$ cat src/rtl/xbus_arbiter.sv
// Two-master xbus arbiter: combinational grant with round-robin or fixed tie-break,
// plus a bounded lock so one master can own the bus for an atomic sequence.
module xbus_arbiter #(
    parameter int LOCK_MAX   = 16,
    parameter int FIXED_PRIO = 0
) (
    input  logic        clk,
    input  logic        rst,
    input  logic        m0_as,
    input  logic        m0_lock,
    input  logic        m0_we,
    input  logic [3:0]  m0_be,
    input  logic [31:0] m0_addr,
    input  logic [31:0] m0_wdata,
    output logic [31:0] m0_rdata,
    output logic        m0_wait,
    input  logic        m1_as,
    input  logic        m1_lock,
    input  logic        m1_we,
    input  logic [3:0]  m1_be,
    input  logic [31:0] m1_addr,
    input  logic [31:0] m1_wdata,
    output logic [31:0] m1_rdata,
    output logic        m1_wait,
    output logic        s_as,
    output logic        s_we,
    output logic [3:0]  s_be,
    output logic [31:0] s_addr,
    output logic [31:0] s_wdata,
    input  logic [31:0] s_rdata,
    output logic [1:0]  gnt,
    output logic        lock_timeout
);
    localparam int CNT_W = $clog2(LOCK_MAX + 1);
    // lock_cnt counts owned cycles before the current one, so the cycle seeing
    // LOCK_MAX-1 is the LOCK_MAX-th and final owned cycle of the sequence.
    localparam logic [CNT_W-1:0] CNT_LAST = CNT_W'(LOCK_MAX - 1);

    typedef enum logic [1:0] {ARB = 2'd0, LOCK0 = 2'd1, LOCK1 = 2'd2} st_t;

    st_t              st, st_nxt;
    logic             last, last_nxt;
    logic [CNT_W-1:0] lock_cnt, cnt_nxt;
    logic             to_nxt;
    logic             own_idx, own_lock;

    always_ff @(posedge clk or posedge rst) begin
        if (rst) begin
            st           <= ARB;
            last         <= 1'b1;
            lock_cnt     <= '0;
            lock_timeout <= 1'b0;
        end else begin
            st           <= st_nxt;
            last         <= last_nxt;
            lock_cnt     <= cnt_nxt;
            lock_timeout <= to_nxt;
        end
    end

    always_comb begin
        st_nxt   = st;
        last_nxt = last;
        cnt_nxt  = lock_cnt;
        to_nxt   = 1'b0;
        own_idx  = (st == LOCK1);
        own_lock = own_idx ? m1_lock : m0_lock;
        if (gnt[0])
            last_nxt = 1'b0;
        else if (gnt[1])
            last_nxt = 1'b1;
        case (st)
            ARB: begin
                if (gnt[0] && m0_lock) begin
                    st_nxt  = LOCK0;
                    cnt_nxt = CNT_W'(1);
                end else if (gnt[1] && m1_lock) begin
                    st_nxt  = LOCK1;
                    cnt_nxt = CNT_W'(1);
                end
            end
            LOCK0, LOCK1: begin
                if (lock_cnt == CNT_LAST) begin
                    // Forced release: treat the owner as last so the other master wins the next tie.
                    st_nxt   = ARB;
                    cnt_nxt  = '0;
                    to_nxt   = 1'b1;
                    last_nxt = own_idx;
                end else if (!own_lock) begin
                    st_nxt  = ARB;
                    cnt_nxt = '0;
                end else begin
                    cnt_nxt = lock_cnt + CNT_W'(1);
                end
            end
            default: begin
                st_nxt  = ARB;
                cnt_nxt = '0;
            end
        endcase
    end

    always_comb begin
        gnt = 2'b00;
        if (!rst) begin
            case (st)
                ARB: begin
                    if (m0_as && m1_as)
                        gnt = ((FIXED_PRIO != 0) || last) ? 2'b01 : 2'b10;
                    else
                        gnt = {m1_as, m0_as};
                end
                LOCK0:   gnt = {1'b0, m0_as};
                LOCK1:   gnt = {m1_as, 1'b0};
                default: gnt = 2'b00;
            endcase
        end
        s_as    = 1'b0;
        s_we    = 1'b0;
        s_be    = '0;
        s_addr  = '0;
        s_wdata = '0;
        if (gnt[0]) begin
            s_as    = 1'b1;
            s_we    = m0_we;
            s_be    = m0_be;
            s_addr  = m0_addr;
            s_wdata = m0_wdata;
        end else if (gnt[1]) begin
            s_as    = 1'b1;
            s_we    = m1_we;
            s_be    = m1_be;
            s_addr  = m1_addr;
            s_wdata = m1_wdata;
        end
        m0_rdata = gnt[0] ? s_rdata : '0;
        m1_rdata = gnt[1] ? s_rdata : '0;
        m0_wait  = m0_as & ~gnt[0];
        m1_wait  = m1_as & ~gnt[1];
    end
endmodule
$ cat config.mk
export PLATFORM = sky130hd
export DESIGN_NAME = xbus_arbiter
export DESIGN_NICKNAME = d
export VERILOG_FILES = /design/src/rtl/xbus_arbiter.sv
export SDC_FILE = /design/constraint.sdc
export NUM_CORES = 1
export LEC_CHECK = 0
export CAP_MARGIN = 20
export CELL_PAD_IN_SITES_DETAIL_PLACEMENT = 0
export CELL_PAD_IN_SITES_GLOBAL_PLACEMENT = 1
export CORE_MARGIN = 2
export CORE_UTILIZATION = 11
export DETAILED_ROUTE_END_ITERATION = 12
export MAX_ROUTING_LAYER = met4
export PLACE_DENSITY = 0.75
export SETUP_SLACK_MARGIN = 0.05
export SLEW_MARGIN = 40
export SYNTH_ARGS = -nofsm -noshare
export SYNTH_HDL_FRONTEND = slang
export SYNTH_SLANG_ARGS = --single-unit
$ cat constraint.sdc
create_clock -name clk -period 2.57 [get_ports clk]
set_clock_uncertainty 0.2 [all_clocks]
set_input_delay 0.771 -clock clk [delete_from_list [all_inputs] [get_ports clk]]
set_output_delay 0.771 -clock clk [all_outputs]
set_load 0.005 [all_outputs]
==> impl_metrics.ini, run 1 <==
[worst_setup_path]
timing.critical_path.slowest_stage_cell = sky130_fd_sc_hd__dfrtp_1
worstPathCellList = buf_6, ha_4, nor2_4, o211ai_1, buf_4, a21oi_4, buf_6, buf_12, buf_16, a22o_1, buf_2
timing.critical_path.to_type = output port
worst_setup_path_start_kind = flop
critPathRequiredTime_ns = 1.60
critPathMostFrequentCell = sky130_fd_sc_hd__buf_6
cpPeakStageDelay_ns = 0.40
crit_type = reg -> out
critPathMaxFanout = 7
timing.critical_path.arrival_ns = 2.26

[timing]
hold_violations = 0
maxSlewHeadroom_pct = 74.2
fmax_ghz = 0.310
slew_at_the_pin_with_the_worst_max_slew_slack_ns = 0.386
setup_viol = 138
finalCritPeriodShare_pct = 126
fin_crit_ns = 3.23
maxSlewViolCount = 0
whs_ns = 0.334
rsz0062_at_grt = true
final.setup.worst_slack_ns = -0.659

[final_layout]
layout_commonest_cell = sky130_fd_sc_hd__clkdlybuf4s50_1
layout-drive-gt1-share_pct = 41.7
net_count_reported_at_finish = 794
n_antenna_cell = 0
commonest_non_fill_non_tap_cells_in_the_layout = sky130_fd_sc_hd__clkdlybuf4s50_1, sky130_fd_sc_hd__buf_2, sky130_fd_sc_hd__a22o_1, sky130_fd_sc_hd__buf_6, sky130_fd_sc_hd__buf_4
final_core_util_pct = 38.5
fillCellCount = 1613
syn_to_final_growth_pct = 240

[placement]
routabilityCongestion = 0.967
io_buffers = 314
hpwl_mm = 13.2

[route]
tritonroute_pass_1_iters = 4
final_antenna_net_count = 0
dr_vias = 3629
routed_wire_length_per_instance_um = 21.9
drt_iter0_drc = 193
routed_wire_length_mm = 18.1
drc = 0
post_drt_via_cell_ratio = 4.39

[power_and_ir_drop]
total_leakage_power_nw = 2.90
power_density_nw_per_um2 = 573
vdd_drop_max_mv = 0.490

[grt]
grt_most_used_layer = met2
initial_antenna_violation_count = 0
global_route.usage.met1_pct = 22.1
grt_util_all_layers_pct = 19.6
grt_first_pass_wirelength_mm = 25.6
grt_max_degree = 33
via_count_of_the_first_global_routing_pass = 3684
grt_overflow_total = 0
grt_use_met3_pct = 2.61
gr-usage-met2_pct = 37.3

[synth]
synthAdderAreaFrac_pct = 4.14
synth-xor-area-share_pct = 0
synth_simple_gate_area_share_pct = 30.9
synth_top_area_cell = sky130_fd_sc_hd__a22o_1
synth_enable_flop_cells = 0
muxShareOfSynthArea_pct = 0.622
mappedNetlistNets = 411
netlist_top_cells_area = sky130_fd_sc_hd__a22o_1, sky130_fd_sc_hd__and2_1, sky130_fd_sc_hd__and3_1
synth_top_area_share_pct = 33.4
ys_types = 36
synth_cells = 229
async_reset_ff_share_pct = 100
yosys_register_bits = 9
synthesis.yosys.warnings = 0
syn-cell-area_um2 = 1810
largest_family_of_logic_cells_by_synthesized_area = compound AO/OA/AOI/OAI gates
synth_compound_area_share_pct = 41.0
avg_synthesized_cell_area_um2 = 7.91
synth-seq-area-share_pct = 12.5
synth_flop_cell = sky130_fd_sc_hd__dfrtp_1

[floorplanning]
core_um2 = 16000
vertical_die_dimension_um = 132
die_width_um = 132
effective_utilization_at_floorplan_pct = 11.3
standard_cell_row_count = 46
top_level_ports = 315
floorplan.die_area_um2 = 17500

[flow_run]
max-cap-violations = 0

[run_status]
status = finished with violations
violations = setup timing

[clock_tree]
cts_num_sinks = 9
cts_buffers = 3
clk_path_buf_depth = 2
clkLatencyLatePin_ns = 0.24
clk_pin_slew_ns = 0.04
root_buffer = sky130_fd_sc_hd__clkbuf_16
cts_tree = done
htree_levels = 1

[hold_path]
hp-class = reg -> reg
final cells by class:
type	instances	area [µm²]	share of cell area [%]
Sequential cell	9	226	3.68
Timing Repair Buffer	404	3950	64.2
Inverter	7	33.8	0.549
Multi-Input combinational cell	187	1590	25.9
Clock buffer	4	78.8	1.28
Tap cell	216	270	4.39
state kept, by name, indices dropped and copies added (netlist names):
register and flops:
last 1, lock_cnt 5, lock_timeout 1, st 2
per-stage QoR:
| stage | cell area, µm² | setup WS, ns | setup TNS (ns) | total power [W] | std cells |
|---|---|---|---|---|---|
| 6_report | 6160 | -0.659 | -74.14 | 0.00353 | 827 |
| 5_1_grt | 6160 | -0.776 | -85.55 | 0.00371 | 827 |
| 4_1_cts | 6160 | -0.731 | -84.15 | 0.00348 | 833 |
| 3_5_place_dp | 5420 | -1.27 | -159.76 | 0.00253 | 763 |
| 3_3_place_gp | 5420 | -1.18 | -149.19 | 0.00250 | 763 |
| 2_1_floorplan | 1940 | -0.0844 | -4.93 | 0.00117 | 229 |
per-layer routing:
| layer | routed length (µm) | share of wire [%] |
|---|---|---|
| met5 | 0 | 0 |
| met4 | 216 | 1.2 |
| met3 | 1100 | 6.1 |
| met2 | 9920 | 55 |
| met1 | 6860 | 38 |
report_power, final:
part | total (W) | leakage (nW) | internal [W] | switching [W]
Sequential | 0.000223 | 0.119 | 0.000185 | 0.0000377
Clock | 0.000288 | 0.0382 | 0.000208 | 0.0000792
Combinational | 0.00302 | 2.74 | 0.00181 | 0.00121
Total | 0.00353 | 2.90 | 0.00220 | 0.00133
synth_stat cells, types with 2 or more instances:
library cell / n
sky130_fd_sc_hd__a21oi_1: 4
sky130_fd_sc_hd__a22o_1: 69
sky130_fd_sc_hd__and2_1: 36
sky130_fd_sc_hd__and3_1: 35
sky130_fd_sc_hd__and3b_1: 2
sky130_fd_sc_hd__buf_2: 7
sky130_fd_sc_hd__buf_6: 8
sky130_fd_sc_hd__clkbuf_1: 10
sky130_fd_sc_hd__dfrtp_1: 8
sky130_fd_sc_hd__ha_1: 6
sky130_fd_sc_hd__inv_1: 6
sky130_fd_sc_hd__nand2_1: 5
sky130_fd_sc_hd__nand2b_1: 2
sky130_fd_sc_hd__nand3_1: 2
sky130_fd_sc_hd__nand4_1: 3
sky130_fd_sc_hd__nor2_1: 3
sky130_fd_sc_hd__o2111ai_1: 2
sky130_fd_sc_hd__o31ai_1: 3
critical path: cells and delay by family (launching register included):
kind            cells  cell delay, ns
buf+inv             6            0.84
simple gates        1            0.11
flops               1            0.40
compound gates      3            0.50
fa+ha+maj           1            0.17
timing repair:
action	4_1_cts	5_1_grt
setup buffers	54	16
gates resized for setup	481	72
pin swaps	19	28
gates cloned	12	2
hold endpoints to repair	0	0
setup endpoints to repair	138	144
hold buffers	0	0
kinds of logic after synthesis:
family / count (synthesis)
fa+ha+maj: 6
compound gates: 88
simple gates: 92
buf+inv: 33
flops: 9
mux: 1
path summary, 6_finish.rpt:
kind,depth (start not counted),slack (ns),start,end
max in group asynchronous,2,1.51,rst,last$_DFF_PP1_
min in group asynchronous,2,0.34,rst,st[1]$_DFFE_PP0P_
min,1,0.33,lock_cnt[3]$_DFFE_PP0P_,lock_cnt[3]$_DFFE_PP0P_
max reg2reg,11,0.13,st[1]$_DFFE_PP0P_,lock_cnt[3]$_DFFE_PP0P_
min reg2reg,1,0.33,lock_cnt[3]$_DFFE_PP0P_,lock_cnt[3]$_DFFE_PP0P_
max,11,-0.66,st[1]$_DFFE_PP0P_,s_addr[26]
Note: power is estimated with default switching activity, not from simulation.
==> inputs of run 2 (changes only) <==
--- a/config.mk
+++ b/config.mk
@@ -5,6 +5,7 @@
 export SDC_FILE = /design/constraint.sdc
 export NUM_CORES = 1
 export LEC_CHECK = 0
+export ABC_AREA = 1
 export CAP_MARGIN = 20
 export CELL_PAD_IN_SITES_DETAIL_PLACEMENT = 0
 export CELL_PAD_IN_SITES_GLOBAL_PLACEMENT = 1
@@ -12,7 +13,7 @@
 export CORE_UTILIZATION = 11
 export DETAILED_ROUTE_END_ITERATION = 12
 export MAX_ROUTING_LAYER = met4
-export PLACE_DENSITY = 0.75
+export PLACE_DENSITY = 0.74
 export SETUP_SLACK_MARGIN = 0.05
 export SLEW_MARGIN = 40
 export SYNTH_ARGS = -nofsm -noshare
==> impl_metrics.ini, run 2 <==
[run_status]
status = finished with violations
violations = setup timing

[timing]
final.setup.worst_slack_ns = -0.389
rsz0062_at_grt = true
slew_at_the_pin_with_the_worst_max_slew_slack_ns = 0.220
setup_total_negative_slack_ns = -38.78
hold_violations = 0
maxSlewHeadroom_pct = 85.2
setup_viol = 138
fmax_ghz = 0.338
finalCritPeriodShare_pct = 115
whs_ns = 0.324
maxSlewViolCount = 0
fin_crit_ns = 2.96

[synth]
syn-cell-area_um2 = 2080
netlist_top_cells_area = sky130_fd_sc_hd__nand2_1, sky130_fd_sc_hd__nand3_1, sky130_fd_sc_hd__nor2_1
mappedNetlistNets = 609
yosys_register_bits = 9
synth_cells = 427
synth-seq-area-share_pct = 10.9
avg_synthesized_cell_area_um2 = 4.87
synth_enable_flop_cells = 0
post-synth-top-count-cell = sky130_fd_sc_hd__nand2_1
synthesis.yosys.warnings = 0
ys_top_cells_by_count = sky130_fd_sc_hd__nand2_1, sky130_fd_sc_hd__nand3_1, sky130_fd_sc_hd__nor2_1
synth_top_area_cell = sky130_fd_sc_hd__nand2_1
synth_top_area_share_pct = 29.8
async_reset_ff_share_pct = 100
ys_types = 25
synth_flop_cell = sky130_fd_sc_hd__dfrtp_1

[clock_tree]
cts_tree = done
clk_path_buf_depth = 2
cts_num_sinks = 9
clk_pin_slew_ns = 0.04
holdBufCountCts = 0
clkLatencyLatePin_ns = 0.24
htree_levels = 1
root_buffer = sky130_fd_sc_hd__clkbuf_16
cts_buffers = 3

[placement]
io_buffers = 314
routabilityCongestion = 0.788
hpwl_mm = 10.4

[grt]
grt_max_degree = 28
via_count_of_the_first_global_routing_pass = 3839
grt_overflow_total = 0
grt_most_used_layer = met2
grt_use_met3_pct = 2.29
initial_antenna_violation_count = 0
global_route.usage.met1_pct = 16.5
grt_first_pass_wirelength_mm = 21.2
gr-usage-met2_pct = 25.0
grt_util_all_layers_pct = 13.8

[hold_path]
hold_path_depth = 2
timing.hold.worst_endpoint = lock_cnt[4]$_DFFE_PP0P_
hold_path.startpoint = lock_cnt[4]$_DFFE_PP0P_
hp-class = reg -> reg

[flow_run]
max-cap-violations = 0

[final_layout]
layout_commonest_cell = sky130_fd_sc_hd__clkdlybuf4s50_1
n_antenna_cell = 0
registers.top_by_ff_count = lock_cnt
layout-drive-gt1-share_pct = 51.7
commonest_non_fill_non_tap_cells_in_the_layout = sky130_fd_sc_hd__clkdlybuf4s50_1, sky130_fd_sc_hd__nand2_1, sky130_fd_sc_hd__buf_2, sky130_fd_sc_hd__nand3_2, sky130_fd_sc_hd__buf_6
largest_regs = lock_cnt (5), st (2)
largest_reg_flops = 5
syn_to_final_growth_pct = 255
net_count_reported_at_finish = 1021
final_core_util_pct = 39.6

[worst_setup_path]
regToRegEndpoint = st[1]$_DFFE_PP0P_
worst_setup_path_start_kind = flop
crit_type = reg -> out
critPathMaxFanout = 6
timing.reg2reg.setup_slack_ns = 0.49
critPathRequiredTime_ns = 1.60
ff2ff_path_depth = 12
r2r_start = st[1]$_DFFE_PP0P_
timing.critical_path.arrival_ns = 1.99
timing.critical_path.to_type = output port

[power_and_ir_drop]
vdd_drop_max_mv = 0.315
total_leakage_power_nw = 3.74
power_density_nw_per_um2 = 598

[floorplanning]
die_width_um = 141
core_um2 = 18600
floorplan.die_area_um2 = 20000
standard_cell_row_count = 50
vertical_die_dimension_um = 141
effective_utilization_at_floorplan_pct = 11.2
top_level_ports = 315

[route]
routed_wire_length_mm = 16.7
drc = 0
drt_iter0_drc = 112
post_drt_via_cell_ratio = 4.00
tritonroute_pass_1_iters = 4
dr_vias = 4289
routed_wire_length_per_instance_um = 15.5
final_antenna_net_count = 0
-- run 2: changes by cell type after synthesis, sizes merged, moves of 3 or more --
cell / delta
nand2: +163
clkbuf: -7
and2: -36
a21oi: -4
a22o: -69
o31ai: -3
nand3: +77
and3: -35
nor2: +69
inv: +44
buf: +9
-- run 2: cell type report --
type	count	area, µm²
clock buffer	4	78.8
fill	1940	11300
inverter	52	226
multi-input combinational	338	2270
sequential	9	226
tap	234	293
timing repair buffer	435	4290
-- run 2: power breakdown --
part           leakage (nW)  total, W  switching, W  internal [W]
Combinational          3.58   0.00391       0.00175       0.00216
Clock                0.0382  0.000280     0.0000727      0.000208
Sequential            0.118  0.000230     0.0000397      0.000190
-- run 2: cell families (layout without fill, tap and decap cells) --
family | Yosys count | count (layout) | share of synthesized area [%]
simple gates | 328 | 328 | 66.8
compound gates | 4 | 4 | 0.962
flops | 9 | 9 | 10.9
fa+ha+maj | 6 | 6 | 3.61
buf+inv | 80 | 491 | 17.7
-- run 2: critical path, stage by stage (launching register included) --
cell	delay (ns)
sky130_fd_sc_hd__dfrtp_1	0.42
sky130_fd_sc_hd__ha_2	0.22
sky130_fd_sc_hd__inv_2	0.09
sky130_fd_sc_hd__nand2_4	0.07
sky130_fd_sc_hd__nor2_4	0.15
sky130_fd_sc_hd__nand2_8	0.10
sky130_fd_sc_hd__buf_12	0.14
sky130_fd_sc_hd__buf_12	0.14
sky130_fd_sc_hd__clkbuf_16	0.17
sky130_fd_sc_hd__nand3_1	0.08
sky130_fd_sc_hd__nand2_1	0.05
sky130_fd_sc_hd__buf_2	0.12
-- run 2: metrics by stage --
step,power (W),cells,setup WS (ns),instance area (µm²)
after global routing,0.00472,1072,-0.494,7380
after detailed placement,0.00287,987,-1.06,5850
final,0.00442,1072,-0.389,7380
after global placement,0.00288,987,-1.06,5850
after CTS,0.00366,1034,-0.652,6450
after floorplan,0.00129,427,-0.0100,2200
-- run 2: how the worst max path moves through the flow --
stage | from | end | cells after the start
after global placement | rst | s_addr[12] | 10
after floorplan | rst | s_addr[0] | 8
final | st[1]$_DFFE_PP0P_ | s_addr[24] | 11
after CTS | st[0]$_DFFE_PP0P_ | s_addr[31] | 11
after global routing | st[1]$_DFFE_PP0P_ | s_addr[24] | 13
after detailed placement | rst | s_addr[0] | 10
-- run 2: routing by layer --
layer  part of all wire [%]  wire (µm)
met1                     41       6840
met2                     52       8670
met3                    6.4       1060
met4                   0.53         88
met5                      0          0
-- run 2: repair_timing --
action | 4_1_cts | 5_1_grt
setup buffers | 35 | 42
gates cloned | 9 | 11
resized for setup | 354 | 460
setup endpoints to repair | 138 | 138
pin swaps | 13 | 81
